<file path="src/rtl/lights_phase_timer.sv">
// Phase pacing timer for the traffic-lights sequencer: holds each RAG phase, then pulses step.
// Optional pedestrian handling is built when LIGHTS_PED_EN is defined.
module lights_phase_timer #(
    parameter int CNT_W       = 8,
    parameter int T_RED       = 20,
    parameter int T_RED_AMBER = 4,
    parameter int T_GREEN     = 20,
    parameter int T_AMBER     = 4,
    parameter int T_PED       = 10
) (
    input  logic             clk,
    input  logic             rst_n,
    input  logic             enable,
    input  logic [2:0]       rag,
    input  logic             ped_req,
    output logic             step,
    output logic [CNT_W-1:0] remaining,
    output logic             ped_pending,
    output logic             ped_walk,
    output logic             fault
);

    // state    | meaning
    // LOAD     | sample rag, load phase duration (duration 1 or illegal code goes straight to STEP)
    // COUNT    | remaining counts down; leaves when the next value would be 0
    // STEP     | step pulse is high, remaining is 0
    // WAIT_ACK | wait up to 4 cycles for rag to move away from the captured phase
    typedef enum logic [1:0] {LOAD, COUNT, STEP, WAIT_ACK} state_t;

    localparam logic [2:0] RAG_RED       = 3'b100;
    localparam logic [2:0] RAG_RED_AMBER = 3'b110;
    localparam logic [2:0] RAG_GREEN     = 3'b001;
    localparam logic [2:0] RAG_AMBER     = 3'b010;

    localparam logic [CNT_W-1:0] D_RED       = CNT_W'(T_RED);
    localparam logic [CNT_W-1:0] D_RED_PED   = CNT_W'(T_RED + T_PED);
    localparam logic [CNT_W-1:0] D_RED_AMBER = CNT_W'(T_RED_AMBER);
    localparam logic [CNT_W-1:0] D_GREEN     = CNT_W'(T_GREEN);
    localparam logic [CNT_W-1:0] D_AMBER     = CNT_W'(T_AMBER);
    localparam logic [CNT_W-1:0] ONE         = CNT_W'(1);

    state_t           state;
    logic [2:0]       phase_q;
    logic [1:0]       wait_cnt;
    logic             legal;
    logic             serve;
    logic             load_en;
    logic [CNT_W-1:0] dur;

    assign load_en = enable && (state == LOAD);

`ifdef LIGHTS_PED_EN
    assign serve = (rag == RAG_RED) && ped_pending;

    // A serving LOAD clears the latch even if ped_req is still high; it re-sets next cycle.
    always_ff @(posedge clk or negedge rst_n) begin
        if (!rst_n) begin
            ped_pending <= 1'b0;
            ped_walk    <= 1'b0;
        end else begin
            if (load_en && serve)
                ped_pending <= 1'b0;
            else if (ped_req)
                ped_pending <= 1'b1;

            if (load_en)
                ped_walk <= serve;
            else if (enable && (state == STEP))
                ped_walk <= 1'b0;
        end
    end
`else
    logic unused_ped_req;
    assign unused_ped_req = ped_req;
    assign serve          = 1'b0;
    assign ped_pending    = 1'b0;
    assign ped_walk       = 1'b0;
`endif

    always_comb begin
        legal = 1'b1;
        dur   = '0;
        case (rag)
            RAG_RED:       dur = serve ? D_RED_PED : D_RED;
            RAG_RED_AMBER: dur = D_RED_AMBER;
            RAG_GREEN:     dur = D_GREEN;
            RAG_AMBER:     dur = D_AMBER;
            default:       legal = 1'b0;
        endcase
    end

    always_ff @(posedge clk or negedge rst_n) begin
        if (!rst_n) begin
            state     <= LOAD;
            phase_q   <= 3'b000;
            wait_cnt  <= 2'd0;
            remaining <= '0;
            step      <= 1'b0;
            fault     <= 1'b0;
        end else if (!enable) begin
            step <= 1'b0;
        end else begin
            case (state)
                LOAD: begin
                    phase_q  <= rag;
                    wait_cnt <= 2'd0;
                    if (!legal || (dur <= ONE)) begin
                        fault     <= fault | !legal;
                        remaining <= '0;
                        step      <= 1'b1;
                        state     <= STEP;
                    end else begin
                        remaining <= dur - ONE;
                        state     <= COUNT;
                    end
                end
                COUNT: begin
                    remaining <= remaining - ONE;
                    if (remaining == ONE) begin
                        step  <= 1'b1;
                        state <= STEP;
                    end
                end
                STEP: begin
                    step  <= 1'b0;
                    state <= WAIT_ACK;
                end
                WAIT_ACK: begin
                    if (rag != phase_q) begin
                        state <= LOAD;
                    end else if (wait_cnt == 2'd3) begin
                        fault <= 1'b1;
                        state <= LOAD;
                    end else begin
                        wait_cnt <= wait_cnt + 2'd1;
                    end
                end
                default: state <= LOAD;
            endcase
        end
    end

endmodule
</file>
<file path="config.mk">
export PLATFORM = sky130hd
export DESIGN_NAME = lights_phase_timer
export DESIGN_NICKNAME = d
export VERILOG_FILES = /design/src/rtl/lights_phase_timer.sv
export SDC_FILE = /design/constraint.sdc
export NUM_CORES = 1
export LEC_CHECK = 0
export CAP_MARGIN = 10
export CORE_ASPECT_RATIO = 0.7
export CORE_UTILIZATION = 35
export DETAILED_ROUTE_END_ITERATION = 8
export HOLD_SLACK_MARGIN = 0.12
export PLACE_DENSITY = 0.63
export SYNTH_ARGS = -nofsm -noshare
export SYNTH_HDL_FRONTEND = slang
export SYNTH_SLANG_ARGS = --single-unit
export TNS_END_PERCENT = 100
</file>
<file path="constraint.sdc">
create_clock -name clk -period 2.2 [get_ports clk]
set_clock_uncertainty 0.15 [all_clocks]
set_input_delay 0.33 -clock clk [delete_from_list [all_inputs] [get_ports clk]]
set_output_delay 0.33 -clock clk [all_outputs]
set_load 0.02 [all_outputs]
</file>
==> run metrics, run 1 <==
ANT nets after route 0; Post-synth ARST share 1.00; GRT overflow 0; vias in the first global route 680; DP Wirelength 1620 microns; YS warnings 0; sw power 0.000723 W; Fillers 274; Final setup viols 0; crit-path max FO 5; CTS max path bufs 2; HP Class input pin to async pin; CTS root buf clkbuf_8; run status finished clean; internal power 0.00101 W; Via Count 785; Comb power frac 0.535; Syn Area/Cell 9.96 sq um; core area 2820 sq um; RSZ-0062 raised after global routing false; CP arrival 1.99 ns; die area 3210 sq um; DR iter-0 viols 8; Seq/Total Area, Yosys 0.407; WP buf/inv 0; Clock Sinks 17; area delta synth->final 23.7%; Skew-Pair Late Insertion Delay 0.25 ns; post-CTS setup buffer count 0; share of layout cells above drive strength 1 0.113; CTS tree built; Tmin final 1.96 ns; Antenna diodes 0; Post-CTS Resized 0; static leakage 0.582 nW; Via density 4.91; sw frac 0.418; floorplan row count 16; power share of the clock group 0.132; distinct cell type count after synthesis 36; Starting Density 0.371; cells after synthesis 105; critical path, cell by cell or4_4, o41ai_4, o211a_1, mux2i_1; MaxCap Viol Count 0; Cell Area, Synth 1050 sq um; Post-CTS Hold Fix Bufs 0; DR pass1 iterations 4; Final TNS setup 0 ns; area of the multi-input gates 572 sq um; total CTS buffers 3; Die Span Y 47.7 microns; Tcrit/Tclk final 0.893; H-tree depth 1; final net count 139; DRT Wirelength 2040 microns; GRT Resource Usage Total 0.150; EDFF count, synth 0; Yosys reg bits 17; largest net degree at the start of global routing 10; initial antenna violation count 0; CP peak stage delay 0.57 ns; Seq pwr share 0.333; Max Fclk 509 MHz; final instance area 1290 sq um; wire per inst 12.8 microns; worst vdd ir 0.649 mV; WS Path Type flip-flop to flip-flop; ys flop type dfrtp_1; Startpoint Class flip-flop; slowest cell on the critical path or4_4; number of buffers added on ports 15; DP Area 1250 sq um; GPL Wtd Cong 0.778; Reg clk slew, reported paths 0.07 ns; Worst setup EP type flip-flop; CP delay by family, top simple AND/OR/NAND/NOR gates; first-pass GRT wire length 3310 microns; DRC 0; endpoints failing hold 0; CP required 2.22 ns; Register Area 425 sq um; die width 67.3 microns; power density cells 1340 nW/um^2; final slew viol count 0; I/O pin cnt 19
[metal layers]
metal  track usage  vias to the layer above  wire length (microns)
met3        0.0500                        4                     96
met5             0                        -                      0
met4        0.0383                        0                     16
li1              -                      407                      -
met2         0.198                       18                    827
met1         0.228                      356                   1100
[cell families (layout without fill, tap and decap cells)]
family / after synthesis / in the layout / share of synthesized area
muxes: 6 / 6 / 0.0622
and+or+nand+nor: 33 / 33 / 0.166
xor gates and xnor gates: 9 / 9 / 0.0754
AOI/OAI and AO/OA: 20 / 20 / 0.152
buffers and inverters: 12 / 30 / 0.0502
adders and majority gates: 7 / 7 / 0.0837
DFF: 17 / 17 / 0.407
other: 1 / 2 / 0.00359
[state kept, by name, summed over array words and instances, names as in the netlist]
name,cells
step,1
remaining,8
phase_q,3
wait_cnt,2
state,2
fault,1
[final cells by class]
cell class	count	share of cell area
Multi-Input combinational cell	77	0.442
Clock buffer	4	0.0348
Timing Repair Buffer	19	0.139
Sequential cell	17	0.329
Tap cell	36	0.0348
Inverter	7	0.0203
[Yosys cell counts, drive strengths merged, types with 2 or more instances]
master / instances / area share
mux2i: 2 / 0.019
nand3: 6 / 0.029
ha: 7 / 0.084
o21ai: 7 / 0.033
clkbuf: 3 / 0.011
xor2: 4 / 0.033
xnor2: 5 / 0.042
buf: 2 / 0.014
nand2: 7 / 0.025
nor2: 8 / 0.029
mux2: 4 / 0.043
dfrtp: 17 / 0.41
nor4: 2 / 0.012
o211a: 3 / 0.029
nand4b: 2 / 0.017
inv: 7 / 0.025
[path summary, 6_finish.rpt]
| kind | from | endpoint | slack (ns) | cells after the start |
|---|---|---|---|---|
| min reg2reg | fault | fault | 0.32 | 1 |
| min | rst_n | remaining[3] | 0.23 | 1 |
| max | remaining[3] | state[1] | 0.24 | 4 |
| min in group clk | fault | fault | 0.32 | 1 |
| max reg2reg | remaining[3] | state[1] | 0.24 | 4 |
| max in group asynchronous | rst_n | remaining[2] | 1.18 | 2 |
[per-stage QoR]
stage	instances	power (W)	hold slack, ns	worst slack [ns]	utilization
4_1_cts	160	0.00174	0.237	0.220	0.458
3_3_place_gp	156	0.00148	0.316	0.138	0.442
2_1_floorplan	106	0.00120	-0.116	0.284	-
5_1_grt	160	0.00187	0.247	0.157	0.458
6_report	160	0.00173	0.229	0.236	0.458
3_5_place_dp	156	0.00151	0.318	0.0957	0.442
[cells in the final DEF (no fill, tap or decap), types with 2 or more instances in the layout]
cell	count
mux2_2	4
o21ai_0	6
nor4_1	2
nor2_1	8
conb_1	2
dfrtp_1	17
nand2_1	7
o211a_1	3
mux2i_1	2
inv_1	7
nand3_1	6
clkdlybuf4s50_1	15
xor2_1	4
xnor2_1	5
nand4b_1	2
ha_1	7
clkbuf_8	3
buf_4	4
[power groups by stage]
| stage | Clock (W) | Combinational (W) | Sequential, W |
|---|---|---|---|
| finish | 0.000228 | 0.000925 | 0.000576 |
| floorplan | 0 | 0.000558 | 0.000637 |
| global placement | 0 | 0.000909 | 0.000575 |
| detailed placement | 0 | 0.000928 | 0.000578 |
| CTS | 0.000240 | 0.000930 | 0.000572 |
| global route | 0.000247 | 0.00103 | 0.000593 |
(Power assumes the default switching activity.)
==> inputs of run 2 (changes only) <==
CORE_ASPECT_RATIO = default   (was 0.7)
==> run 2 against run 1 <==
The run now ends with design-rule violations left. Register-to-register slack got worse by 0.02 ns. Sequential power fell by 2%. Clock power fell by 26%. Sequential share of layout area rose by 0.45 points. First-iteration DRC count rose to 2.6 times the previous value. Largest power group unchanged. Highest routed layer unchanged.
==> run metrics, run 2 (same netlist as run 1, synthesis figures left out) <==
run status finished, violations left (was finished clean); failing checks design-rule violations; ANT nets after route 0 (unchanged); slack of the worst reg-to-reg path 0.21 ns (was 0.24 ns); Reg2Reg Depth 4 (unchanged); CTS root buf clkbuf_4 (was clkbuf_8); RSZ-0062 raised after global routing false (unchanged); Worst setup EP type flip-flop (unchanged); Final TNS setup 0 ns (unchanged); critical path, cell by cell or4_4, o41ai_4, o211a_1, mux2i_1 (unchanged); Largest register FFs 8 (unchanged); Clock Sinks 17 (unchanged); most frequent cells in the layout dfrtp_1 (17), clkdlybuf4s50_1 (15), nor2_1 (8) (unchanged); Startpoint Class flip-flop (unchanged); largest net degree at the start of global routing 18 (was 10); GRT Resource Usage Total 0.146 (was 0.150); post-CTS setup buffer count 0 (unchanged); CP delay by family, top simple AND/OR/NAND/NOR gates (unchanged); initial antenna violation count 0 (unchanged); DRT Wirelength 2000 microns (was 2040 microns); CP arrival 2.06 ns (was 1.99 ns); I/O pin cnt 19 (unchanged); DRC 9 (was 0); H-tree depth 1 (unchanged); slowest cell on the critical path or4_4 (unchanged); post-route setup slack 0.214 ns (was 0.236 ns); DR iter-0 viols 21 (was 8); Skew-Pair Late Insertion Delay 0.29 ns (was 0.25 ns); biggest regs remaining (8), phase_q (3) (unchanged); CP required 2.27 ns (was 2.22 ns); floorplan row count 19 (was 16); Die Span Y 56.7 microns (was 47.7 microns); Tcrit/Tclk final 0.903 (was 0.893); crit-path max FO 5 (unchanged); wire per inst 12.8 microns (about the same); Reg clk slew, reported paths 0.10 ns (was 0.07 ns); vias in the first global route 810 (was 680); DR pass1 iterations 6 (was 4); die width 56.7 microns (was 67.3 microns); MaxCap Viol Count 0 (unchanged); Via density 5.20 (was 4.91); share of layout cells above drive strength 1 0.120 (was 0.113); WS Path Type flip-flop to flip-flop (unchanged); commonest non-fill, non-tap cell in the layout dfrtp_1 (unchanged); Biggest register remaining (unchanged); Antenna diodes 0 (unchanged); HP Class input pin to async pin (unchanged); Tmin final 1.99 ns (was 1.96 ns); first-pass GRT wire length 3570 microns (was 3310 microns); GPL Wtd Cong 0.811 (was 0.778); die area 3210 sq um (about the same); Crit. path cell count 4 (unchanged); static leakage 0.579 nW (was 0.582 nW); Post-CTS Hold Fix Bufs 0 (unchanged); Post-CTS Resized 0 (unchanged); Starting Density 0.373 (was 0.371); final net count 140 (was 139); endpoints failing hold 0 (unchanged); pre-CTS WS 0.147 ns (was 0.0957 ns); CTS max path bufs 2 (unchanged); final slew viol count 0 (unchanged); WP buf/inv 0 (unchanged); CTS tree built (unchanged); DP Wirelength 1560 microns (was 1620 microns); core area 2810 sq um (was 2820 sq um); GRT overflow 0 (unchanged); total CTS buffers 3 (unchanged); Max Fclk 504 MHz (was 509 MHz); Via Count 811 (was 785); number of buffers added on ports 15 (unchanged); power density cells 1310 nW/um^2 (was 1340 nW/um^2); worst vdd ir 0.563 mV (was 0.649 mV); area delta synth->final 22.0% (was 23.7%); CP peak stage delay 0.58 ns (was 0.57 ns); Final setup viols 0 (unchanged)
-- run 2: metrics by stage --
step | util | cell area, sq um | hold WS [ns] | total power, W | instances
after floorplan | - | 1050 | -0.116 | 0.00120 | 106
after global placement | 0.446 | 1250 | 0.309 | 0.00148 | 152
after detailed placement | 0.446 | 1250 | 0.308 | 0.00151 | 152
after CTS | 0.455 | 1280 | 0.211 | 0.00169 | 156
after global routing | 0.455 | 1280 | 0.214 | 0.00182 | 156
final | 0.455 | 1280 | 0.202 | 0.00167 | 156
-- run 2: final cells by class --
class / count / area, sq um
clock buffer: 4 / 26.3
fill: 285 / 1530
inverter: 7 / 26.3
multi-input combinational: 77 / 572
sequential: 17 / 425
tap: 31 / 38.8
timing repair buffer: 20 / 188
-- run 2: path summary, 6_finish.rpt --
kind / startpoint / end
worst min-delay path: rst_n / phase_q[0]
min in group clk: fault / fault
max in group asynchronous: rst_n / remaining[0]
worst max register to register: remaining[3] / state[0]
worst min register to register: fault / fault
worst max-delay path: remaining[3] / state[0]
-- run 2: layer usage --
layer | vias up | GRT usage | wire length, microns | share of wire
met3 | 2 | 0.0507 | 90 | 0.045
met4 | 0 | 0.0321 | 19 | 0.0095
met1 | 386 | 0.164 | 901 | 0.45
met5 | - | 0 | 0 | 0
li1 | 406 | - | - | -
met2 | 17 | 0.264 | 993 | 0.50
-- run 2: report_power, final --
group / internal, W / switching (W) / total, W
registers: 0.000440 / 0.000127 / 0.000567
clock network: 0.0000705 / 0.0000987 / 0.000169
logic: 0.000444 / 0.000493 / 0.000936
